### src/rtl/emulador_ultrassonico.sv
// emulador_ultrassonico
// Emulates an HC-SR04 ultrasonic sensor and the four active-low floor-limit
// sensors of the cargo shaft. It answers a measurement request on `trigger`
// with an `echo` pulse whose width encodes the cabin distance.
//
// Ports:
//   clock            in   system clock
//   reset            in   asynchronous, active-high
//   trigger          in   measurement request, synchronous to clock
//   posicao_cm       in   [8:0] current emulated cabin distance in cm
//   echo             out  echo pulse, registered
//   sensores         out  [3:0] floor sensors, active-low, bit k = floor k
//   ocupado          out  high during ESPERA, ECO and RECUPERA
//   pulso_curto      out  one-cycle flag: trigger shorter than MIN_TRIGGER
//   trigger_ignorado out  one-cycle flag: trigger rising edge while ocupado
module emulador_ultrassonico #(
  parameter int CICLOS_POR_CM   = 2941,
  parameter int MIN_TRIGGER     = 500,
  parameter int ATRASO_ECHO     = 25000,
  parameter int RECUPERACAO     = 50000,
  parameter int MAX_CM          = 400,
  parameter int ECO_TIMEOUT     = 1900000,
  parameter int BASE_CM         = 5,
  parameter int ALTURA_ANDAR_CM = 20,
  parameter int TOLERANCIA_CM   = 1
) (
  input  logic       clock,
  input  logic       reset,
  input  logic       trigger,
  input  logic [8:0] posicao_cm,
  output logic       echo,
  output logic [3:0] sensores,
  output logic       ocupado,
  output logic       pulso_curto,
  output logic       trigger_ignorado
);

  // One shared counter serves ESPERA, RECUPERA and the out-of-range echo,
  // so it is sized for the largest of the three intervals.
  localparam int CONT_MAX_A = (ATRASO_ECHO > RECUPERACAO) ? ATRASO_ECHO : RECUPERACAO;
  localparam int CONT_MAX   = (CONT_MAX_A > ECO_TIMEOUT) ? CONT_MAX_A : ECO_TIMEOUT;
  localparam int CONT_W     = $clog2(CONT_MAX + 1);
  localparam int ALTO_W     = $clog2(MIN_TRIGGER + 1);
  localparam int SUB_W      = $clog2(CICLOS_POR_CM + 1);

  localparam logic [CONT_W-1:0] CONT_ZERO   = '0;
  localparam logic [CONT_W-1:0] CONT_UM     = CONT_W'(1);
  localparam logic [CONT_W-1:0] ATRASO_FIM  = CONT_W'(ATRASO_ECHO - 1);
  localparam logic [CONT_W-1:0] RECUP_FIM   = CONT_W'(RECUPERACAO - 1);
  localparam logic [CONT_W-1:0] TIMEOUT_FIM = CONT_W'(ECO_TIMEOUT - 1);
  localparam logic [ALTO_W-1:0] ALTO_ZERO   = '0;
  localparam logic [ALTO_W-1:0] ALTO_UM     = ALTO_W'(1);
  localparam logic [ALTO_W-1:0] ALTO_MIN    = ALTO_W'(MIN_TRIGGER);
  localparam logic [SUB_W-1:0]  SUB_ZERO    = '0;
  localparam logic [SUB_W-1:0]  SUB_UM      = SUB_W'(1);
  localparam logic [SUB_W-1:0]  SUB_FIM     = SUB_W'(CICLOS_POR_CM - 1);
  localparam logic [8:0]        MAX_CM_L    = 9'(MAX_CM);
  localparam logic signed [10:0] TOL_POS    = 11'(TOLERANCIA_CM);
  localparam logic signed [10:0] TOL_NEG    = 11'(-TOLERANCIA_CM);

  typedef enum logic [2:0] {OCIOSO, TRIGGER, ESPERA, ECO, RECUPERA} estado_t;

  estado_t           estado, estado_prox;
  logic [ALTO_W-1:0] cont_alto, cont_alto_prox;
  logic [CONT_W-1:0] cont, cont_prox;
  logic [8:0]        cont_cm, cont_cm_prox;
  logic [SUB_W-1:0]  cont_sub, cont_sub_prox;
  logic [8:0]        pos_lat, pos_lat_prox;
  logic              pulso_curto_prox;
  logic              trigger_ant;
  logic              fora_faixa;
  logic [3:0]        sensores_prox;
  logic signed [10:0] pos_ext;
  logic signed [10:0] centro;
  logic signed [10:0] diff;

  assign fora_faixa = (pos_lat > MAX_CM_L);
  assign ocupado    = (estado == ESPERA) || (estado == ECO) || (estado == RECUPERA);

  // State and counter registers; echo and the flags are registered off the
  // next-state values so they line up exactly with the FSM transitions.
  always_ff @(posedge clock or posedge reset) begin
    if (reset) begin
      estado           <= OCIOSO;
      cont_alto        <= ALTO_ZERO;
      cont             <= CONT_ZERO;
      cont_cm          <= 9'd0;
      cont_sub         <= SUB_ZERO;
      pos_lat          <= 9'd0;
      trigger_ant      <= 1'b0;
      echo             <= 1'b0;
      pulso_curto      <= 1'b0;
      trigger_ignorado <= 1'b0;
      sensores         <= 4'b1111;
    end else begin
      estado           <= estado_prox;
      cont_alto        <= cont_alto_prox;
      cont             <= cont_prox;
      cont_cm          <= cont_cm_prox;
      cont_sub         <= cont_sub_prox;
      pos_lat          <= pos_lat_prox;
      trigger_ant      <= trigger;
      echo             <= (estado_prox == ECO);
      pulso_curto      <= pulso_curto_prox;
      trigger_ignorado <= trigger && !trigger_ant && ocupado;
      sensores         <= sensores_prox;
    end
  end

  // Next-state logic. The echo width is produced as cm x CICLOS_POR_CM by
  // decrementing a cm counter each time the sub-cycle counter wraps, which
  // avoids a multiplier; out-of-range distances use the shared counter.
  always_comb begin
    estado_prox      = estado;
    cont_alto_prox   = cont_alto;
    cont_prox        = cont;
    cont_cm_prox     = cont_cm;
    cont_sub_prox    = cont_sub;
    pos_lat_prox     = pos_lat;
    pulso_curto_prox = 1'b0;
    case (estado)
      OCIOSO: begin
        if (trigger) begin
          estado_prox    = TRIGGER;
          cont_alto_prox = ALTO_UM;
        end
      end
      TRIGGER: begin
        if (trigger) begin
          if (cont_alto < ALTO_MIN) cont_alto_prox = cont_alto + ALTO_UM;
        end else if (cont_alto >= ALTO_MIN) begin
          estado_prox    = ESPERA;
          pos_lat_prox   = posicao_cm;
          cont_prox      = CONT_ZERO;
          cont_alto_prox = ALTO_ZERO;
        end else begin
          estado_prox      = OCIOSO;
          pulso_curto_prox = 1'b1;
          cont_alto_prox   = ALTO_ZERO;
        end
      end
      ESPERA: begin
        if (cont == ATRASO_FIM) begin
          estado_prox   = ECO;
          cont_prox     = CONT_ZERO;
          cont_sub_prox = SUB_ZERO;
          cont_cm_prox  = (pos_lat == 9'd0) ? 9'd1 : pos_lat;
        end else begin
          cont_prox = cont + CONT_UM;
        end
      end
      ECO: begin
        if (fora_faixa) begin
          if (cont == TIMEOUT_FIM) begin
            estado_prox = RECUPERA;
            cont_prox   = CONT_ZERO;
          end else begin
            cont_prox = cont + CONT_UM;
          end
        end else if (cont_sub == SUB_FIM) begin
          cont_sub_prox = SUB_ZERO;
          if (cont_cm == 9'd1) begin
            estado_prox = RECUPERA;
            cont_prox   = CONT_ZERO;
          end else begin
            cont_cm_prox = cont_cm - 9'd1;
          end
        end else begin
          cont_sub_prox = cont_sub + SUB_UM;
        end
      end
      RECUPERA: begin
        if (cont == RECUP_FIM) begin
          estado_prox = OCIOSO;
          cont_prox   = CONT_ZERO;
        end else begin
          cont_prox = cont + CONT_UM;
        end
      end
      default: estado_prox = OCIOSO;
    endcase
  end

  // Floor sensors follow the live position; signed 11-bit math keeps the
  // distance to a floor centre from wrapping near zero.
  always_comb begin
    sensores_prox = 4'b1111;
    pos_ext       = $signed({2'b00, posicao_cm});
    centro        = '0;
    diff          = '0;
    for (int k = 0; k < 4; k++) begin
      centro = 11'(BASE_CM + k * ALTURA_ANDAR_CM);
      diff   = pos_ext - centro;
      if (diff >= TOL_NEG && diff <= TOL_POS) sensores_prox[k] = 1'b0;
    end
  end

endmodule
### config.mk
export PLATFORM = sky130hd
export DESIGN_NAME = emulador_ultrassonico
export DESIGN_NICKNAME = d
export VERILOG_FILES = /design/src/rtl/emulador_ultrassonico.sv
export SDC_FILE = /design/constraint.sdc
export NUM_CORES = 1
export LEC_CHECK = 0
export CORE_MARGIN = 10
export CORE_UTILIZATION = 30
export DETAILED_ROUTE_END_ITERATION = 8
export DONT_BUFFER_PORTS = 1
export PLACE_DENSITY = 0.4
export SLEW_MARGIN = 20
export SYNTH_ARGS = -nofsm -noshare
export SYNTH_HDL_FRONTEND = slang
export SYNTH_SLANG_ARGS = --single-unit
### constraint.sdc
create_clock -name clock -period 7.7 [get_ports clock]
set_input_delay 1.155 -clock clock [delete_from_list [all_inputs] [get_ports clock]]
set_output_delay 1.155 -clock clock [all_outputs]
set_load 0.01 [all_outputs]
==> results.json <==
{
  "status": "complete, no violations",
  "min_period_ns": 2.81,
  "grt_overflow_total": 0,
  "final_antenna_net_count": 0,
  "rsz0062_at_grt": "false",
  "synth_edf_count": 0,
  "cts_sinks": 71,
  "seqCellArea_um2": 1780,
  "setup_viol": 0,
  "arrival_ns": 3.04,
  "crit_slowest_cell": "nand3b_1",
  "tns_ns": 0,
  "dr.pass1.iters": 4,
  "fillers": 1349,
  "cts_resized": 0,
  "path_class": "flop to flop",
  "cts_tree": "yes",
  "total_power_uw": 977,
  "synthCells": 426,
  "cp_max_fo": 39,
  "start_kind": "flop",
  "cts_root_buf": "clkbuf_16",
  "grt_pass1_wl_um": 16200,
  "p_comb_share_pct": 13.9,
  "port_buffers": 0,
  "final_util_pct": 34.2,
  "die_area_um2": 17900,
  "r2r_cells": 7,
  "fin_ws_ns": 4.89,
  "cp-end-kind": "flop",
  "core_um2": 12600,
  "antenna_found_initial": 0,
  "grt_pass1_vias": 3117,
  "drv_slew": 0,
  "die_h_um": 134,
  "fin_crit_sh_pct": 36.5,
  "wl_met1_um": 4420,
  "cp-startpoint": "estado[0]",
  "io_pins": 20,
  "hp-class": "flop to flop",
  "wl_met2_um": 4540,
  "hold_viol": 0,
  "syn_to_final_growth_pct": 11.3,
  "async_flop_share_pct": 100,
  "crit_path_max_incr_delay_ns": 0.69,
  "path_cells": "nand3b_1, a211oi_1, o21ai_0, nand3_1, buf_4, nand2_1, o311ai_0",
  "seqPwrFrac_pct": 47.9,
  "grt_max_degree": 50,
  "clk_pin_slew_ns": 0.06,
  "syn_avg_cell_area_um2": 9.11,
  "required_ns": 7.93,
  "min-delay-start": "cont_sub[6]",
  "drc": 0,
  "drive_gt1_share_pct": 10.4,
  "clkLatencyLatePin_ns": 0.34,
  "antenna_cells": 0,
  "internal_power_uw": 683,
  "routed_wl_um": 9350,
  "r2r-start": "estado[0]",
  "fmax_ghz": 0.356,
  "track_usage_pct": 11.0,
  "syn_area_um2": 3880,
  "finalClockSkew_ns": 0.0111,
  "peakVddDrop_uv": 105,
  "netSwitchingPower_uw": 294,
  "ys_ff_latch": 71,
  "vias": 3142,
  "yosys_warnings": 0,
  "drt-wirelength-per-cell_um": 15.5,
  "whs_path_depth": 1,
  "final_cell_mix": "dfrtp_1 (67), nor2_1 (46), nand2_1 (39), o21ai_0 (35)",
  "ys_seq_area_share_pct": 45.9,
  "cap_violations": 0,
  "via_per_inst": 5.21,
  "ys.flop_type": "dfrtp_1",
  "worst_pin_slew_ns": 0.918,
  "initial_core_util_pct": 30.7,
  "max_slew_margin_pct": 38.6,
  "synth_cell_types": 55,
  "power_frac_clock_pct": 38.2,
  "gp_congestion": 0.727,
  "switching_share_pct": 30.1,
  "htreeDepth": 3,
  "power_density_nw_per_um2": 226,
  "min_to": "cont_sub[6]",
  "die_w_um": 134,
  "hpwl_um": 6440,
  "nets": 445,
  "multi_input_area_um2": 1990,
  "final_common_cell": "dfrtp_1",
  "std_cell_rows": 41,
  "pre_cts_ws_ns": 4.82,
  "cts_hold_buf": 0,
  "r2r_end": "cont[12]",
  "top_layer": "met4",
  "numCtsBuffers": 9,
  "syn_nets": 445,
  "postCtsSetupBuffers": 0,
  "p_leak_nw": 1.79,
  "clock_path_buffers": 2,
  "drt_iter0_markers": 296,
  "reg2reg_slack_ns": 4.89,
  "wl_met3_um": 267
}
worst max path at each step:
| stage | end | slack [ns] | cells past startpoint |
|---|---|---|---|
| after global routing | cont[12] | 4.51 | 7 |
| after floorplan | cont[0] | 4.76 | 1 |
| final | cont[12] | 4.89 | 7 |
| after detailed placement | cont[12] | 4.82 | 7 |
| after CTS | cont[12] | 4.82 | 7 |
| after global placement | cont[12] | 4.86 | 7 |
kinds of logic (layout without fill, tap and decap cells):
family                   after synthesis  count (layout)  synth area share, %
buffers and inverters                 28              33                 3.16
adder cells (fa/ha/maj)                7               7                 2.26
XOR/XNOR                               6               6                 1.35
flip-flops                            71              71                 45.9
AND/OR/NAND/NOR                      190             190                 25.3
AO/OA/AOI/OAI                        114             114                 19.1
multiplexers                          10              10                 2.87
stage by stage:
| step | instances | hold slack (ns) | instance area (um^2) |
|---|---|---|---|
| after global routing | 603 | 0.524 | 4320 |
| after global placement | 587 | 0.477 | 4050 |
| final | 603 | 0.480 | 4320 |
| after detailed placement | 587 | 0.470 | 4050 |
| after CTS | 603 | 0.486 | 4310 |
| after floorplan | 426 | 0.445 | 3880 |
power groups by stage:
stage | registers [mW] | logic [mW] | clock network [mW]
global placement | 0.474 | 0.135 | 0
global route | 0.478 | 0.160 | 0.405
finish | 0.468 | 0.136 | 0.373
floorplan | 0.455 | 0.114 | 0
CTS | 0.468 | 0.138 | 0.389
detailed placement | 0.474 | 0.138 | 0
Yosys cell counts (3+ instances only):
| cell | instances | area, um^2 |
|---|---|---|
| dfrtp_1 | 67 | 1680 |
| nor2_1 | 46 | 173 |
| nand2_1 | 39 | 146 |
| o21ai_0 | 35 | 175 |
| a21oi_1 | 21 | 105 |
| nand3_1 | 21 | 105 |
| a31oi_1 | 14 | 87.6 |
| inv_1 | 13 | 48.8 |
| nand4_1 | 13 | 81.3 |
| nor3_1 | 13 | 65.1 |
| clkbuf_1 | 9 | 33.8 |
| mux2_2 | 9 | 101 |
| a22o_1 | 8 | 70.1 |
| nand2b_1 | 8 | 50.1 |
| nor4_1 | 8 | 50.1 |
| a21o_1 | 7 | 52.6 |
| and2_1 | 7 | 43.8 |
| and3_1 | 7 | 43.8 |
| ha_1 | 7 | 87.6 |
| o31ai_1 | 6 | 45.0 |
| or2_2 | 6 | 37.5 |
| or3_1 | 5 | 31.3 |
| dfstp_2 | 4 | 105 |
| o311ai_0 | 4 | 35.0 |
| xor2_1 | 4 | 35.0 |
| and4_1 | 3 | 26.3 |
flip-flops by register name, indices dropped and copies added (netlist names), 3 cells and up:
signal / flops
cont: 21
cont_alto: 9
cont_cm: 9
cont_sub: 12
estado: 3
pos_lat: 9
sensores: 4
routing by layer:
layer | GRT usage, % | up-vias
met3 | 3.42 | 9
met1 | 13.6 | 1530
met2 | 17.8 | 30
met5 | 0 | -
li1 | - | 1573
met4 | 3.81 | 0
area by class of cell:
type	instances	share of cell area [%]
Sequential cell	71	41.3
Multi-Input combinational cell	327	46.0
Inverter	14	1.22
Tap cell	172	4.98
Timing Repair Buffer	3	0.521
Clock buffer	12	5.48
Clock inverter	4	0.521
worst max-delay path, delay by kind of cell (launching register included):
family          cells  cell delay (ns)
simple gates        3             0.92
buf+inv             1             0.35
flops               1             0.53
compound gates      3             0.88
(Power assumes the default switching activity.)
